<file path="src/rtl/perf_counter_initiator.sv">
// perf_counter_initiator
// Avalon-MM initiator that drives a two-section performance counter block:
// start/stop/clear requests become single-cycle writes, and a dump request
// reads back a 64-bit time counter (torn-read safe) plus a 32-bit event count.
// Optional feature: define PERF_INIT_CLEAR_EN to enable the global clear write.
module perf_counter_initiator #(
    parameter int READ_LATENCY = 1
) (
    input  logic        clk,
    input  logic        reset_n,
    input  logic [1:0]  start_req,
    input  logic [1:0]  stop_req,
    input  logic        clear_req,
    input  logic        dump_req,
    input  logic        dump_sel,
    output logic        busy,
    output logic        res_valid,
    input  logic        res_ready,
    output logic        res_sel,
    output logic [63:0] res_time,
    output logic [31:0] res_events,
    output logic [2:0]  avm_address,
    output logic        avm_write,
    output logic        avm_read,
    output logic        avm_begintransfer,
    output logic [31:0] avm_writedata,
    input  logic [31:0] avm_readdata
);

    typedef enum logic [2:0] {
        IDLE,
        WR,
        RD_HI1,
        RD_LO,
        RD_HI2,
        RD_EV,
        RESULT
    } state_t;

    state_t      state_q;
    state_t      state_d;
    logic [1:0]  cnt_q;
    logic [2:0]  addr_d;
    logic        dsel_q;

    logic [1:0]  pend_start;
    logic [1:0]  pend_stop;
    logic        pend_dump;
    logic        pend_sel;
    logic        pend_clear;

    logic [1:0]  svc_start;
    logic [1:0]  svc_stop;
    logic        svc_dump;

    logic [31:0] hi1_q;
    logic [31:0] lo_q;

    logic        is_rd;
    logic        phase_last;

    assign is_rd      = (state_q == RD_HI1) || (state_q == RD_LO) ||
                        (state_q == RD_HI2) || (state_q == RD_EV);
    // The phase ends READ_LATENCY cycles after the read strobe, when data is valid.
    assign phase_last = is_rd && (cnt_q == 2'(READ_LATENCY));

    assign avm_write         = (state_q == WR);
    assign avm_read          = is_rd && (cnt_q == 2'd0);
    assign avm_begintransfer = avm_write || avm_read;

    assign busy = (state_q != IDLE) || (|pend_stop) || (|pend_start) ||
                  pend_dump || pend_clear;

    // Next state, request selection in IDLE and address of the next transfer
    always_comb begin
        state_d   = state_q;
        addr_d    = avm_address;
        svc_start = 2'b00;
        svc_stop  = 2'b00;
        svc_dump  = 1'b0;
        case (state_q)
            IDLE: begin
                if (pend_clear) begin
                    state_d = WR;
                    addr_d  = 3'd0;
                end else if (pend_stop[0]) begin
                    state_d     = WR;
                    svc_stop[0] = 1'b1;
                    addr_d      = 3'd0;
                end else if (pend_stop[1]) begin
                    state_d     = WR;
                    svc_stop[1] = 1'b1;
                    addr_d      = 3'd4;
                end else if (pend_start[0]) begin
                    state_d      = WR;
                    svc_start[0] = 1'b1;
                    addr_d       = 3'd1;
                end else if (pend_start[1]) begin
                    state_d      = WR;
                    svc_start[1] = 1'b1;
                    addr_d       = 3'd5;
                end else if (pend_dump) begin
                    state_d  = RD_HI1;
                    svc_dump = 1'b1;
                    addr_d   = {pend_sel, 2'b01};
                end
            end
            WR: state_d = IDLE;
            RD_HI1: begin
                if (phase_last) begin
                    state_d = RD_LO;
                    addr_d  = {dsel_q, 2'b00};
                end
            end
            RD_LO: begin
                if (phase_last) begin
                    state_d = RD_HI2;
                    addr_d  = {dsel_q, 2'b01};
                end
            end
            RD_HI2: begin
                if (phase_last) begin
                    // A changed high word means the low word may have wrapped: re-read it.
                    if (avm_readdata != hi1_q) begin
                        state_d = RD_LO;
                        addr_d  = {dsel_q, 2'b00};
                    end else begin
                        state_d = RD_EV;
                        addr_d  = {dsel_q, 2'b10};
                    end
                end
            end
            RD_EV: begin
                if (phase_last) state_d = RESULT;
            end
            RESULT: begin
                if (res_valid && res_ready) state_d = IDLE;
            end
            default: state_d = IDLE;
        endcase
    end

    // State register, read-phase counter, address register and latched section
    always_ff @(posedge clk or negedge reset_n) begin
        if (!reset_n) begin
            state_q     <= IDLE;
            cnt_q       <= 2'd0;
            avm_address <= 3'd0;
            dsel_q      <= 1'b0;
        end else begin
            state_q     <= state_d;
            cnt_q       <= (is_rd && !phase_last) ? cnt_q + 2'd1 : 2'd0;
            avm_address <= addr_d;
            if (svc_dump) dsel_q <= pend_sel;
        end
    end

    // Sticky pending bits; a stop in the same cycle as a start cancels that start
    always_ff @(posedge clk or negedge reset_n) begin
        if (!reset_n) begin
            pend_start <= 2'b00;
            pend_stop  <= 2'b00;
            pend_dump  <= 1'b0;
            pend_sel   <= 1'b0;
        end else begin
            pend_stop  <= (pend_stop & ~svc_stop) | stop_req;
            pend_start <= (pend_start & ~svc_start) | (start_req & ~stop_req);
            pend_dump  <= (pend_dump & ~svc_dump) | dump_req;
            if (dump_req && (!pend_dump || svc_dump)) pend_sel <= dump_sel;
        end
    end

`ifdef PERF_INIT_CLEAR_EN
    logic wr_clr_q;

    // Clear pending bit; it has top priority so leaving IDLE always services it
    always_ff @(posedge clk or negedge reset_n) begin
        if (!reset_n) begin
            pend_clear <= 1'b0;
            wr_clr_q   <= 1'b0;
        end else begin
            pend_clear <= ((state_q == IDLE) ? 1'b0 : pend_clear) | clear_req;
            if (state_q == IDLE) wr_clr_q <= pend_clear;
        end
    end

    assign avm_writedata = (avm_write && wr_clr_q) ? 32'd1 : 32'd0;
`else
    logic unused_clear;

    assign unused_clear  = clear_req;
    assign pend_clear    = 1'b0;
    assign avm_writedata = 32'd0;
`endif

    // Read-back words captured at the end of each read phase
    always_ff @(posedge clk) begin
        if (phase_last) begin
            case (state_q)
                RD_HI1:  hi1_q <= avm_readdata;
                RD_LO:   lo_q  <= avm_readdata;
                RD_HI2:  hi1_q <= avm_readdata;
                default: ;
            endcase
        end
    end

    // Result register: loaded on entry to RESULT, held until accepted
    always_ff @(posedge clk or negedge reset_n) begin
        if (!reset_n) begin
            res_valid  <= 1'b0;
            res_sel    <= 1'b0;
            res_time   <= 64'd0;
            res_events <= 32'd0;
        end else begin
            if ((state_q == RD_EV) && phase_last) begin
                res_valid  <= 1'b1;
                res_sel    <= dsel_q;
                res_time   <= {hi1_q, lo_q};
                res_events <= avm_readdata;
            end else if ((state_q == RESULT) && res_ready) begin
                res_valid  <= 1'b0;
            end
        end
    end

endmodule

</file>
<file path="config.mk">
export PLATFORM = sky130hd
export DESIGN_NAME = perf_counter_initiator
export DESIGN_NICKNAME = d
export VERILOG_FILES = /design/src/rtl/perf_counter_initiator.sv
export SDC_FILE = /design/constraint.sdc
export NUM_CORES = 1
export LEC_CHECK = 0
export CORE_UTILIZATION = 46
export CTS_CLUSTER_SIZE = 28
export DETAILED_ROUTE_END_ITERATION = 10
export GPL_TIMING_DRIVEN = 0
export HOLD_SLACK_MARGIN = 0.15
export PLACE_DENSITY_LB_ADDON = 0.05
export SLEW_MARGIN = 20
export SYNTH_ARGS = -nofsm -noshare
export SYNTH_HDL_FRONTEND = slang
export SYNTH_SLANG_ARGS = --single-unit
</file>
<file path="constraint.sdc">
create_clock -name clk -period 3.5 [get_ports clk]
set_clock_uncertainty 0.2 [all_clocks]
set_input_delay 0.35 -clock clk [delete_from_list [all_inputs] [get_ports clk]]
set_output_delay 0.35 -clock clk [all_outputs]
set_load 0.05 [all_outputs]
</file>
==> results.sh <==
export IMPL_num_io_pins=179
export IMPL_fmax_ghz=0.300
export IMPL_async_flop_share=0.638
export IMPL_drive_gt1_frac=0.282
export IMPL_ys_flop_type="dfrtp_1"
export IMPL_synthCells=443
export IMPL_htreeDepth=4
export IMPL_maxSlewHeadroom=0.486
export IMPL_first_pass_iters=9
export IMPL_routedWlPerCell_um=17.3
export IMPL_post_route_drc_count=14
export IMPL_ant_nets=0
export IMPL_die_area_sq_um=15700
export IMPL_diodes=0
export IMPL_synth_area_leaders="dfrtp_1 40%, edfxtp_1 27%, mux2_2 16%"
export IMPL_power_w=0.00450
export IMPL_clk_path_buf_depth=2
export IMPL_yosysMostFrequentCell="dfrtp_1"
export IMPL_cts_buffers=17
export IMPL_totalWireLength_mm=14.5
export IMPL_leakage_nw=4.17
export IMPL_antenna_found_initial=0
export IMPL_grt_pass1_wl_mm=23.0
export IMPL_holdPathStages=1
export IMPL_syn_area_sq_um=7020
export IMPL_synth_top_area_share=0.403
export IMPL_vias_per_cell=4.88
export IMPL_place_congestion=0.820
export IMPL_drtIter0Drc=192
export IMPL_clk_latency_ns=0.42
export IMPL_critPathKind="flip-flop to primary output"
export IMPL_placed_area_sq_um=8900
export IMPL_grt_max_degree=63
export IMPL_track_usage=0.196
export IMPL_core_area_sq_um=14700
export IMPL_synth_seq_area_share=0.677
export IMPL_yosysTopAreaCell="dfrtp_1"
export IMPL_cts_root_buffer="clkbuf_16"
export IMPL_cellPowerDensity_nw_per_um2=472
export IMPL_path_clk_slew_ns=0.06
export IMPL_end_kind="primary output"
export IMPL_crit_path_start_kind="flip-flop"
export IMPL_cts_setup_buffers=0
export IMPL_place_detailed_hpwl_mm=10.4
export IMPL_whs_ns=0.276
export IMPL_rsz0062_at_grt="false"
export IMPL_cts_num_sinks=177
export IMPL_violations="DRC"
export IMPL_period_share=0.951
export IMPL_hold_path_class="flip-flop to flip-flop"
export IMPL_slew_viol_final=0
export IMPL_synth_warning_count=0
export IMPL_utilization=0.649
export IMPL_r2r_cells=5
export IMPL_synth_distinct_cells=41
export IMPL_rows=44
export IMPL_tightest_slew_ns=0.770
export IMPL_io_buffers=145
export IMPL_irDropWorstVdd_mv=0.299
export IMPL_final_hold_violation_count=0
export IMPL_drv_cap=0
export IMPL_cts_tree="yes"
export IMPL_status="finished, violations left"
export IMPL_syn_to_final_growth_pct=36.0
export IMPL_grt_pass1_vias=4212
export IMPL_min_period_ns=3.33
export IMPL_syn_area_per_cell_sq_um=15.8
export IMPL_gr_total_overflow=0
export IMPL_required_ns=2.95
export IMPL_crit_fanout=10
export IMPL_start_util=0.477
export IMPL_setup_slack_ns=0.170
export IMPL_arrival_ns=2.78
export IMPL_vias=4094
export IMPL_ys_seq_elements=177
export IMPL_place_ws_ns=0.532
export IMPL_fin_area_sq_um=9540
export IMPL_synth_edff_count=64
export IMPL_die_w_um=125
export IMPL_fp_dieH_um=125
export IMPL_setup_violations=0
export IMPL_final_net_count=686
export IMPL_yosys_top_cells_count="113 x dfrtp_1, 99 x mux2_2, 64 x edfxtp_1"
## what timing repair did
| item | in CTS | in global routing |
|---|---|---|
| endpoints found under the setup margin | 0 | 1 |
| hold buffers | 1 | 0 |
| resized for setup | 0 | 1 |
| hold endpoints to repair | 61 | 0 |
## cells by family after synthesis
kind of cell | Yosys count | synth area share
xor gates and xnor gates | 33 | 0.0412
DFF | 177 | 0.677
AOI/OAI and AO/OA | 25 | 0.0246
other | 1 | 0.000535
adders and majority gates | 2 | 0.00357
buffers and inverters | 55 | 0.0515
muxes | 101 | 0.162
and+or+nand+nor | 49 | 0.0398
## critical path, cell delays in order, from the launching register on
cell,delay (ns)
dfrtp_1,0.36
clkbuf_1,0.35
nand2b_1,0.26
nor2b_2,0.26
nor2b_1,0.20
or2_2,0.14
clkdlybuf4s50_1,0.78
## metrics by stage
stage | instances | TNS [ns]
floorplan | 474 | 0
global placement | 803 | -344.19
detailed placement | 806 | 0
CTS | 839 | 0
global route | 839 | 0
finish | 839 | 0
## path summary, 6_finish.rpt
| check | startpoint | end | slack [ns] |
|---|---|---|---|
| max in group asynchronous | reset_n | res_time[38] | 2.12 |
| worst max-delay path | state_q[1] | avm_begintransfer | 0.17 |
| min in group asynchronous | reset_n | res_events[10] | 0.30 |
| worst max register to register | state_q[1] | hi1_q[0] | 1.06 |
| worst min-delay path | lo_q[19] | res_time[19] | 0.28 |
| worst min register to register | lo_q[19] | res_time[19] | 0.28 |
## placed cells by master (no fill, tap or decap), types with 4 or more instances in the layout
cell and n:
xor2_1 32, clkbuf_16 18, buf_2 7, a21o_1 4
conb_1 32, nor2_1 6, nor4_1 9, buf_6 4
clkdlybuf4s50_1 144, mux2_2 99, a31oi_1 5, clkinv_2 4
buf_4 33, edfxtp_1 64, nand2_1 12, o21ai_0 7
inv_1 9, clkbuf_1 4, nand2b_1 5, dfrtp_1 113
## where the power goes
group	leakage [nW]	switching, W	internal, W
clock network	0.308	0.000745	0.00122
logic	1.82	0.000229	0.000124
registers	2.05	0.0000115	0.00217
total	4.17	0.000985	0.00351
## metal layers
layer | up-vias | routed length (um) | track usage
li1 | 1912 | - | -
met1 | 2039 | 6260 | 0.247
met2 | 128 | 7220 | 0.325
met3 | 15 | 883 | 0.0565
met4 | 0 | 185 | 0.0689
met5 | - | 0 | 0
## state kept, by name (all words and copies together), names as in the netlist
name,count
hi1_q,32
pend_sel,1
pend_dump,1
res_time,64
res_events,32
state_q,3
lo_q,32
res_sel,1
pend_start,2
avm_address,3
dsel_q,1
res_valid,1
pend_stop,2
cnt_q,2
## area by class of cell
type                       count  area, sq um
timing repair buffer         149         1530
buffer                        46          328
clock buffer                  23          499
clock inverter                 9          126
inverter                       9         33.8
sequential                   177         4750
tap                          184          230
multi-input combinational    242         2040
fill                        1088         5160
(Power assumes the default switching activity.)
